--- src/rtl/hazard_pkg.sv ---
// Shared types and constants for the pipeline hazard controller.
package hazard_pkg;

    typedef enum logic {
        RUN      = 1'b0,
        MDU_BUSY = 1'b1
    } hazardState_e;

    localparam logic [1:0] FWD_REG = 2'b00;
    localparam logic [1:0] FWD_WB  = 2'b01;
    localparam logic [1:0] FWD_MEM = 2'b10;

    localparam int MDU_CYCLES_DEFAULT = 4;

    // Register $zero is never a real dependency, so a zero destination never matches.
    function automatic logic regHit(input logic wr, input logic [4:0] dst, input logic [4:0] src);
        return wr && (dst != 5'd0) && (dst == src);
    endfunction

endpackage

--- src/rtl/forward_unit.sv ---
// EX-stage operand forwarding select; the MEM producer is younger and wins over WB.
module forward_unit
    import hazard_pkg::*;
(
    input  logic [4:0] exRs,
    input  logic [4:0] exRt,
    input  logic       memRegWrite,
    input  logic [4:0] memDst,
    input  logic       wbRegWrite,
    input  logic [4:0] wbDst,
    output logic [1:0] fwdA,
    output logic [1:0] fwdB
);

    always_comb begin
        fwdA = FWD_REG;
        fwdB = FWD_REG;
        if (regHit(memRegWrite, memDst, exRs)) begin
            fwdA = FWD_MEM;
        end else if (regHit(wbRegWrite, wbDst, exRs)) begin
            fwdA = FWD_WB;
        end
        if (regHit(memRegWrite, memDst, exRt)) begin
            fwdB = FWD_MEM;
        end else if (regHit(wbRegWrite, wbDst, exRt)) begin
            fwdB = FWD_WB;
        end
    end

endmodule

--- src/rtl/hazard_controller.sv ---
// Pipeline hazard controller: data stalls, HI/LO busy tracking and branch flushes.
// Define HAZARD_FORWARD_EN to enable EX forwarding (only load-use then stalls).
module hazard_controller
    import hazard_pkg::*;
#(
    parameter int MDU_CYCLES = MDU_CYCLES_DEFAULT
) (
    input  logic        Clk,
    input  logic        Rst,
    input  logic [4:0]  id_rs,
    input  logic [4:0]  id_rt,
    input  logic        id_uses_rt,
    input  logic        id_reads_hilo,
    input  logic        id_is_mdu,
    input  logic [4:0]  ex_rs,
    input  logic [4:0]  ex_rt,
    input  logic        ex_mem_read,
    input  logic        ex_reg_write,
    input  logic [4:0]  ex_dst,
    input  logic        mem_reg_write,
    input  logic        wb_reg_write,
    input  logic [4:0]  mem_dst,
    input  logic [4:0]  wb_dst,
    input  logic        mdu_start,
    input  logic        branch_taken,
    output logic        pc_write,
    output logic        ifid_write,
    output logic        ifid_flush,
    output logic        idex_flush,
    output logic        exmem_flush,
    output logic [1:0]  fwd_a,
    output logic [1:0]  fwd_b,
    output logic        mdu_busy,
    output logic [15:0] stall_count
);

    localparam logic [3:0] MDU_LOAD = 4'(MDU_CYCLES - 1);

    hazardState_e state, stateNext;
    logic [3:0]   count, countNext;
    logic         loadUse, dataStall, hiloStall, stall;

    // A load writes its destination by definition, so its read flag doubles as the write flag.
    always_comb begin
        loadUse = regHit(ex_mem_read, ex_dst, id_rs) ||
                  (id_uses_rt && regHit(ex_mem_read, ex_dst, id_rt));
    end

`ifdef HAZARD_FORWARD_EN
    logic unusedFwdBuild;
    assign unusedFwdBuild = ex_reg_write;

    forward_unit uForward (
        .exRs        (ex_rs),
        .exRt        (ex_rt),
        .memRegWrite (mem_reg_write),
        .memDst      (mem_dst),
        .wbRegWrite  (wb_reg_write),
        .wbDst       (wb_dst),
        .fwdA        (fwd_a),
        .fwdB        (fwd_b)
    );

    assign dataStall = loadUse;
`else
    logic unusedNoFwdBuild;
    assign unusedNoFwdBuild = ^{ex_rs, ex_rt, wb_reg_write, wb_dst};

    assign fwd_a = FWD_REG;
    assign fwd_b = FWD_REG;

    // WB producers need no stall: the register file writes before it reads.
    assign dataStall = loadUse ||
                       regHit(ex_reg_write, ex_dst, id_rs) ||
                       (id_uses_rt && regHit(ex_reg_write, ex_dst, id_rt)) ||
                       regHit(mem_reg_write, mem_dst, id_rs) ||
                       (id_uses_rt && regHit(mem_reg_write, mem_dst, id_rt));
`endif

    always_ff @(posedge Clk or negedge Rst) begin
        if (!Rst) begin
            state <= RUN;
            count <= 4'd0;
        end else begin
            state <= stateNext;
            count <= countNext;
        end
    end

    // A mult/div arriving with a taken branch is younger than the branch and gets flushed.
    always_comb begin
        stateNext = state;
        countNext = count;
        case (state)
            RUN: begin
                if (mdu_start && !branch_taken) begin
                    stateNext = MDU_BUSY;
                    countNext = MDU_LOAD;
                end
            end
            MDU_BUSY: begin
                if (count == 4'd0) begin
                    stateNext = RUN;
                end else begin
                    countNext = count - 4'd1;
                end
            end
            default: begin
                stateNext = RUN;
                countNext = 4'd0;
            end
        endcase
    end

    always_comb begin
        mdu_busy    = (state == MDU_BUSY);
        hiloStall   = mdu_busy && (id_reads_hilo || id_is_mdu);
        stall       = (dataStall || hiloStall) && !branch_taken;
        pc_write    = !stall;
        ifid_write  = !stall;
        ifid_flush  = branch_taken;
        idex_flush  = stall || branch_taken;
        exmem_flush = branch_taken;
    end

    always_ff @(posedge Clk or negedge Rst) begin
        if (!Rst) begin
            stall_count <= 16'd0;
        end else if (!pc_write && (stall_count != 16'hFFFF)) begin
            stall_count <= stall_count + 16'd1;
        end
    end

endmodule
--- config.mk ---
export PLATFORM = sky130hd
export DESIGN_NAME = hazard_controller
export DESIGN_NICKNAME = d
export VERILOG_FILES = /design/src/rtl/hazard_pkg.sv /design/src/rtl/forward_unit.sv /design/src/rtl/hazard_controller.sv
export SDC_FILE = /design/constraint.sdc
export NUM_CORES = 1
export LEC_CHECK = 0
export BUFFER_PORTS_ARGS = -buffer_cell sky130_fd_sc_hd__buf_2
export CAP_MARGIN = 30
export CELL_PAD_IN_SITES_DETAIL_PLACEMENT = 0
export CELL_PAD_IN_SITES_GLOBAL_PLACEMENT = 1
export CORE_ASPECT_RATIO = 1.25
export CORE_MARGIN = 3
export CORE_UTILIZATION = 36
export CTS_CLUSTER_DIAMETER = 50
export DETAILED_ROUTE_END_ITERATION = 10
export GPL_TIMING_DRIVEN = 0
export PLACE_DENSITY_LB_ADDON = 0.1
export SLEW_MARGIN = 5
export SYNTH_ARGS = -nofsm -noshare
export SYNTH_HDL_FRONTEND = slang
export SYNTH_SLANG_ARGS = --single-unit
export TNS_END_PERCENT = 50
--- constraint.sdc ---
create_clock -name Clk -period 5.4 [get_ports Clk]
set_input_delay 0 -clock Clk [delete_from_list [all_inputs] [get_ports Clk]]
set_output_delay 0 -clock Clk [all_outputs]
set_load 0.02 [all_outputs]
==> key figures, run 1 <==
Worst setup path
  • CP max stage delay: 0.42 ns
  • CP bufs+invs: 1
  • Worst Setup End Kind: flop
  • Crit path launch: stall_count[0]$_DFFE_PN0P_
  • Crit-path cells: ha_1, and4_1, and3_1, a31oi_4, buf_6, nand4_1, xnor2_1
  • Critical path's slowest cell: dfrtp_1
  • WP data required: 5.54 ns
  • Crit-path max FO: 10
  • CP delay by family, top: simple AND/OR/NAND/NOR gates
  • WP data arrival: roughly 2.2 ns
  • Startpoint types: flop
  • RR Startpoint: stall_count[0]$_DFFE_PN0P_
  • CP Class: reg -> reg

Drt
  • Vias: about 1,200
  • DRC: 0
  • Final wirelength: 3190 µm
  • Antenna Nets Post-Route: 0
  • Initial DRC Count: 42
  • First-pass DRT Iterations: 2
  • Vias per cell: 4.71
  • WL per Instance: ~13 µm

CTS
  • CTS H-tree depth: 1
  • Clock Tree Buf Depth: 2
  • CTS-repair resized insts: 0
  • Clock Tree Root: clkbuf_8
  • CTS tree: yes
  • Clock insertion delay at the later pin of the skew report: 0.25 ns
  • Clk slew on worst S/H paths: 0.07 ns
  • Hold buffers post-CTS: 1
  • Post-CTS Setup Bufs: 0
  • Clock sinks: 21
  • Cts bufs inserted: 3

Timing
  • Hold Violations, Final: 0
  • Final setup fails: 0
  • Final Cycle Share: 38.7%
  • Clock Skew: 0.00147 ns
  • Setup TNS: 0 ns
  • RSZ-0062 raised after global routing: no
  • Maximum clock frequency: 479 MHz
  • Fin crit period: 2.09 ns
  • Final WS setup: 3.31 ns
  • Slew Limit Fails: 0

Synthesis
  • Post-synth EDFFs: 0
  • Syn Inst Count: 136
  • Yosys cell types: 38
  • Syn Area/Cell: ~11 µm²
  • Post-synthesis sequential area ratio: 36.2%
  • Top FF cell, synth: dfrtp_1
  • Post-synthesis cell area: between 1000 and 1500 µm²
  • FF+latch count, synth: 21
  • Yosys Warn Count: 0
  • Asr flop ratio synth: 100%

Final layout
  • Nets: 244
  • Fillcell total: 389
  • Most frequent cells in the layout: buf_2, dfrtp_1, xor2_1, xnor2_1, and3_1
  • Share of layout cells above drive strength 1: 41.5%
  • Commonest non-fill, non-tap cell in the layout: buf_2
  • N_diodes: 0
  • Syn-to-layout area delta: 26.8%

Global routing
  • First-pass GRT wire length: 5580 µm
  • Total grt overflow: 0
  • Largest net degree at the start of global routing: 22
  • Vias in the first global route: about 1,200
  • Initial antenna violation count: 0
  • Tot GR Track Use: between 10% and 20%

Placed design
  • DP Wirelength: 2660 µm
  • Routability cong.: 0.722
  • Pre-CTS setup slack: around 3.3 ns
  • I/O Buffers: 51

Floorplanning
  • Die Wd: 62.8 µm
  • Site Rows: 25
  • Die H: 77.0 µm
  • Core footprint: between 3000 and 4000 µm²
  • Initial Util: 38.0%
  • I/O pin cnt: 72
  • Die area: 4830 µm²

Power
  • Pwr dens: roughly 330 nW/µm²
  • Peak supply drop: 143 µV
  • LEAKAGE: 0.000879 µW

Outcome
  • Status: completed

Hold path
  • Min-delay src: mdu_start
  • Worst min-delay path category: in -> reg

Job
  • Max Cap Viol: 0
-- layer usage --
metal | vias up | wire [µm] | track usage (%) | part of all wire [%]
met5 | - | 0 | 0 | 0
met4 | 0 | 18 | 3.31 | 0.57
met3 | 2 | 213 | 2.93 | 6.7
met2 | 38 | 1620 | 25.0 | 51
met1 | 553 | 1340 | 17.3 | 42
li1 | 580 | - | - | -
-- cell usage after synthesis (3+ instances only) --
library cell,instances,area [µm²]
dfrtp_1,21,526
xor2_1,18,158
xnor2_1,16,140
and3_1,8,50.1
buf_4,7,52.6
nand3_2,7,70.1
nand2_1,6,22.5
nor2_1,6,22.5
inv_1,4,15.0
nand4_1,4,25.0
o21ai_0,3,15.0
-- logic make-up (layout without fill, tap and decap cells) --
kind of cell	count (synthesis)	after routing	share of synthesized area, %
buffers and inverters	13	69	6.47
flip-flops	21	21	36.2
XOR/XNOR	36	36	22.8
multiplexers	1	1	1.04
AND/OR/NAND/NOR	51	51	23.6
AO/OA/AOI/OAI	11	11	7.85
other	1	4	0.259
adder cells (fa/ha/maj)	2	2	1.73
-- worst register-to-register path, cell delays in order (launching register included) --
cell	delay (ns)
dfrtp_1	0.42
ha_1	0.24
and4_1	0.22
and3_1	0.27
a31oi_4	0.34
buf_6	0.21
nand4_1	0.12
xnor2_1	0.15
-- power breakdown --
group          switching, µW  total, µW  internal (µW)
Clock                   44.7       97.0           52.3
Sequential              41.7        239            197
Combinational            152        265            113
-- through the flow --
| stage | utilization (%) | cells | hold slack [ns] | area, µm² | power [µW] |
|---|---|---|---|---|---|
| 2_1_floorplan | - | 139 | -0.296 | 1460 | 421 |
| 3_3_place_gp | 46.8 | 244 | -0.0233 | 1780 | 502 |
| 3_5_place_dp | 46.8 | 244 | -0.0243 | 1780 | 511 |
| 4_1_cts | 48.2 | 249 | 0.156 | 1840 | 613 |
| 5_1_grt | 48.2 | 249 | 0.205 | 1840 | 650 |
| 6_report | 48.2 | 249 | 0.154 | 1840 | 601 |
-- final timing paths --
kind                                               end  slack (ns)  cells past startpoint
hold reg to reg            stall_count[10]$_DFFE_PN0P_        0.48                      1
min in group asynchronous  stall_count[11]$_DFFE_PN0P_        0.22                      2
max in group asynchronous         count[1]$_DFFE_PN0P_        4.86                      2
setup reg to reg            stall_count[8]$_DFFE_PN0P_        3.31                      7
setup / recovery            stall_count[8]$_DFFE_PN0P_        3.31                      7
hold / removal                    count[3]$_DFFE_PN0P_        0.15                      3
-- final cells by class --
cell class | count | area (µm²) | share of cell area (%)
buffer | 9 | 78.8 | 4.29
clock buffer | 4 | 45.0 | 2.45
inverter | 4 | 15.0 | 0.816
multi-input combinational | 105 | 842 | 45.8
sequential | 21 | 526 | 28.6
tap | 54 | 67.6 | 3.67
timing repair buffer | 52 | 265 | 14.4
-- flip-flops by register name, summed over array words and instances, names as in the netlist --
signal,count
count,4
stall_count,16
mdu_busy,1
Note: power is estimated with default switching activity, not from simulation.
==> inputs of run 2 (changes only) <==
CORE_UTILIZATION = 33   (was 36)
clock period = 2.1 ns   (was 5.4 ns; I/O delays follow)
==> key figures, run 2 (same netlist as run 1, synthesis figures left out) <==
Drt
  • Final wirelength: 3360 µm (+5.5%)
  • Vias per cell: 4.66 (-1.1%)
  • Initial DRC Count: 26 (-38%)
  • Vias: 1,193 (+1.7%)
  • First-pass DRT Iterations: 4 (+2)
  • WL per Instance: 13.1 µm (+2.6%)
  • Antenna Nets Post-Route: 0 (unchanged)
  • DRC: 0 (unchanged)

Final layout
  • N_diodes: 0 (unchanged)
  • Largest register FFs: 16 (unchanged)
  • Commonest non-fill, non-tap cell in the layout: buf_2
  • Fillcell total: 432 (+11%)
  • Footprint of the multi-input gates: 843 µm² (+0.15%)
  • Final cell count without fillers: 256 (+2.8%)
  • Biggest register: stall_count
  • Share of layout cells above drive strength 1: 43.5% (+2.0 points)
  • Sequential cell area: 526 µm² (unchanged)
  • Most frequent cells in the layout: buf_2, dfrtp_1, xor2_1, xnor2_1, buf_4
  • Nets: 249 (+2.0%)
  • Cell area after layout: 1900 µm² (+3.4%)
  • Syn-to-layout area delta: 31.1%

Timing
  • WHS: 0.148 ns (-0.00652 ns)
  • Slew Limit Fails: 0 (unchanged)
  • Fin crit period: 2.01 ns (-0.0783 ns)
  • Clock Skew: 0.00419 ns (+0.00272 ns)
  • Hold Violations, Final: 0 (unchanged)
  • Final setup fails: 0 (unchanged)
  • Maximum clock frequency: 498 MHz (+3.9%)
  • Final Cycle Share: 95.7% (+57 points)

CTS
  • Clock insertion delay at the later pin of the skew report: 0.26 ns (about the same)
  • Clock Tree Root: clkbuf_8
  • Clk slew on worst S/H paths: 0.07 ns (about the same)
  • Clock sinks: 21 (unchanged)
  • Clock Tree Buf Depth: 2 (unchanged)
  • CTS tree: yes
  • Cts bufs inserted: 3 (unchanged)
  • CTS H-tree depth: 1 (unchanged)

Hold path
  • Worst min-delay path category: in -> reg

Global routing
  • Total grt overflow: 0 (unchanged)
  • Initial antenna violation count: 0 (unchanged)
  • Largest net degree at the start of global routing: 22 (unchanged)
  • Tot GR Track Use: 13.2% (-0.90 points)
  • Vias in the first global route: 1,189 (-2.3%)
  • First-pass GRT wire length: 5380 µm (-3.6%)

Power
  • P_int: 952 µW (+160%)
  • Peak supply drop: 454 µV (+220%)
  • Logic pwr share: 45.0% (+0.9 points)
  • LEAKAGE: 0.000911 µW (+3.7%)
  • Clock network fraction of design power: 16.6% (+0.4 points)
  • Net Sw Frac: 39.8% (+0.10 points)
  • NetSw: 630 µW (+160%)
  • Sequential share of power: 38.4% (-1.4 points)
  • Pwr dens: 832 nW/µm² (+150%)

Worst setup path
  • WP data required: 2.25 ns (-3.29 ns)
  • WP data arrival: 2.16 ns (-0.06 ns)
  • Flop2flop setup slack: 0.09 ns (-3.22 ns)
  • Worst Setup End Kind: flop
  • Startpoint types: flop
  • Crit-path max FO: 6 (-4)
  • CP Class: reg -> reg

Floorplanning
  • I/O pin cnt: 72 (unchanged)
  • Initial Util: 34.8% (-3.2 points)
  • Die H: 80.1 µm (+4.1%)
  • Die Wd: 65.3 µm (+4.0%)
  • Die area: 5230 µm² (+8.3%)
  • Site Rows: 26 (+4.0%)
  • Core footprint: 4160 µm² (+9.1%)

Outcome
  • Status: completed

Placed design
  • DP Wirelength: 2640 µm (-0.69%)
  • Routability cong.: 0.708 (-1.8%)
  • Placed Instances: 246 (+0.82%)
  • Dpl cell area: 1790 µm² (+0.14%)
  • I/O Buffers: 51 (unchanged)

Job
  • Max Cap Viol: 0 (unchanged)
## run 2: cell types whose count changed in the layout (fill, tap and decap cells not counted), sizes merged
| cell | delta |
|---|---|
| clkbuf | +1 |
| buf | +4 |
## run 2: worst max-delay path, cell delays in order, from the launching register on
cell and delay [ns]:
dfrtp_1 0.40, ha_1 0.21, and4_1 0.22, and3_2 0.27
a31oi_4 0.34, buf_4 0.19, nand4_1 0.11, xnor2_1 0.15
## run 2: path summary, 6_finish.rpt
path                                        startpoint  cells past startpoint                           to
max                         stall_count[1]$_DFFE_PN0P_                      7  stall_count[10]$_DFFE_PN0P_
min                                          mdu_start                      3         count[3]$_DFFE_PN0P_
max reg2reg                 stall_count[1]$_DFFE_PN0P_                      7  stall_count[10]$_DFFE_PN0P_
min reg2reg                stall_count[10]$_DFFE_PN0P_                      1  stall_count[10]$_DFFE_PN0P_
max in group asynchronous                          Rst                      2   stall_count[5]$_DFFE_PN0P_
min in group asynchronous                          Rst                      2  stall_count[12]$_DFFE_PN0P_
## run 2: what timing repair did
action                                  4_1_cts  5_1_grt
hold buffers                                  1        0
pin swaps                                     1        1
gates resized for setup                       0        2
cloned                                        0        1
endpoints found under the setup margin        2        8
setup buffers                                 0        4
hold endpoints to repair                     21        0
## run 2: per-stage QoR
step | setup TNS (ns) | utilization, % | power, µW | worst slack [ns]
after floorplan | 0 | - | 1080 | 0.0948
after global placement | -0.00443 | 42.9 | 1290 | -0.00268
after detailed placement | -0.0136 | 42.9 | 1310 | -0.0136
after CTS | 0 | 44.2 | 1580 | 0.0105
after global routing | -0.00166 | 45.7 | 1720 | -0.00166
final | 0 | 45.7 | 1580 | 0.0900
## run 2: final cells by class
cell class              instances  area share [%]
plain buffers                   9            4.34
clock buffers                   4            2.37
inverters                       4           0.789
multi-input cells             105            44.3
flip-flops and latches         21            27.6
well taps                      56            3.68
repair buffers                 57            16.8
## run 2: routing by layer
layer / vias to the layer above / track usage [%] / share of wire, %
met2: 41 / 23.8 / 52
met5: - / 0 / 0
met3: 5 / 2.52 / 6.7
met4: 0 / 5.60 / 1.8
li1: 594 / - / -
met1: 553 / 14.8 / 39
## run 2: power groups by stage
stage               sequential (µW)  clock (µW)  combinational, µW
floorplan                       680           0                404
global placement                615           0                675
detailed placement              621           0                687
CTS                             614         274                691
global route                    626         293                798
finish                          607         263                712
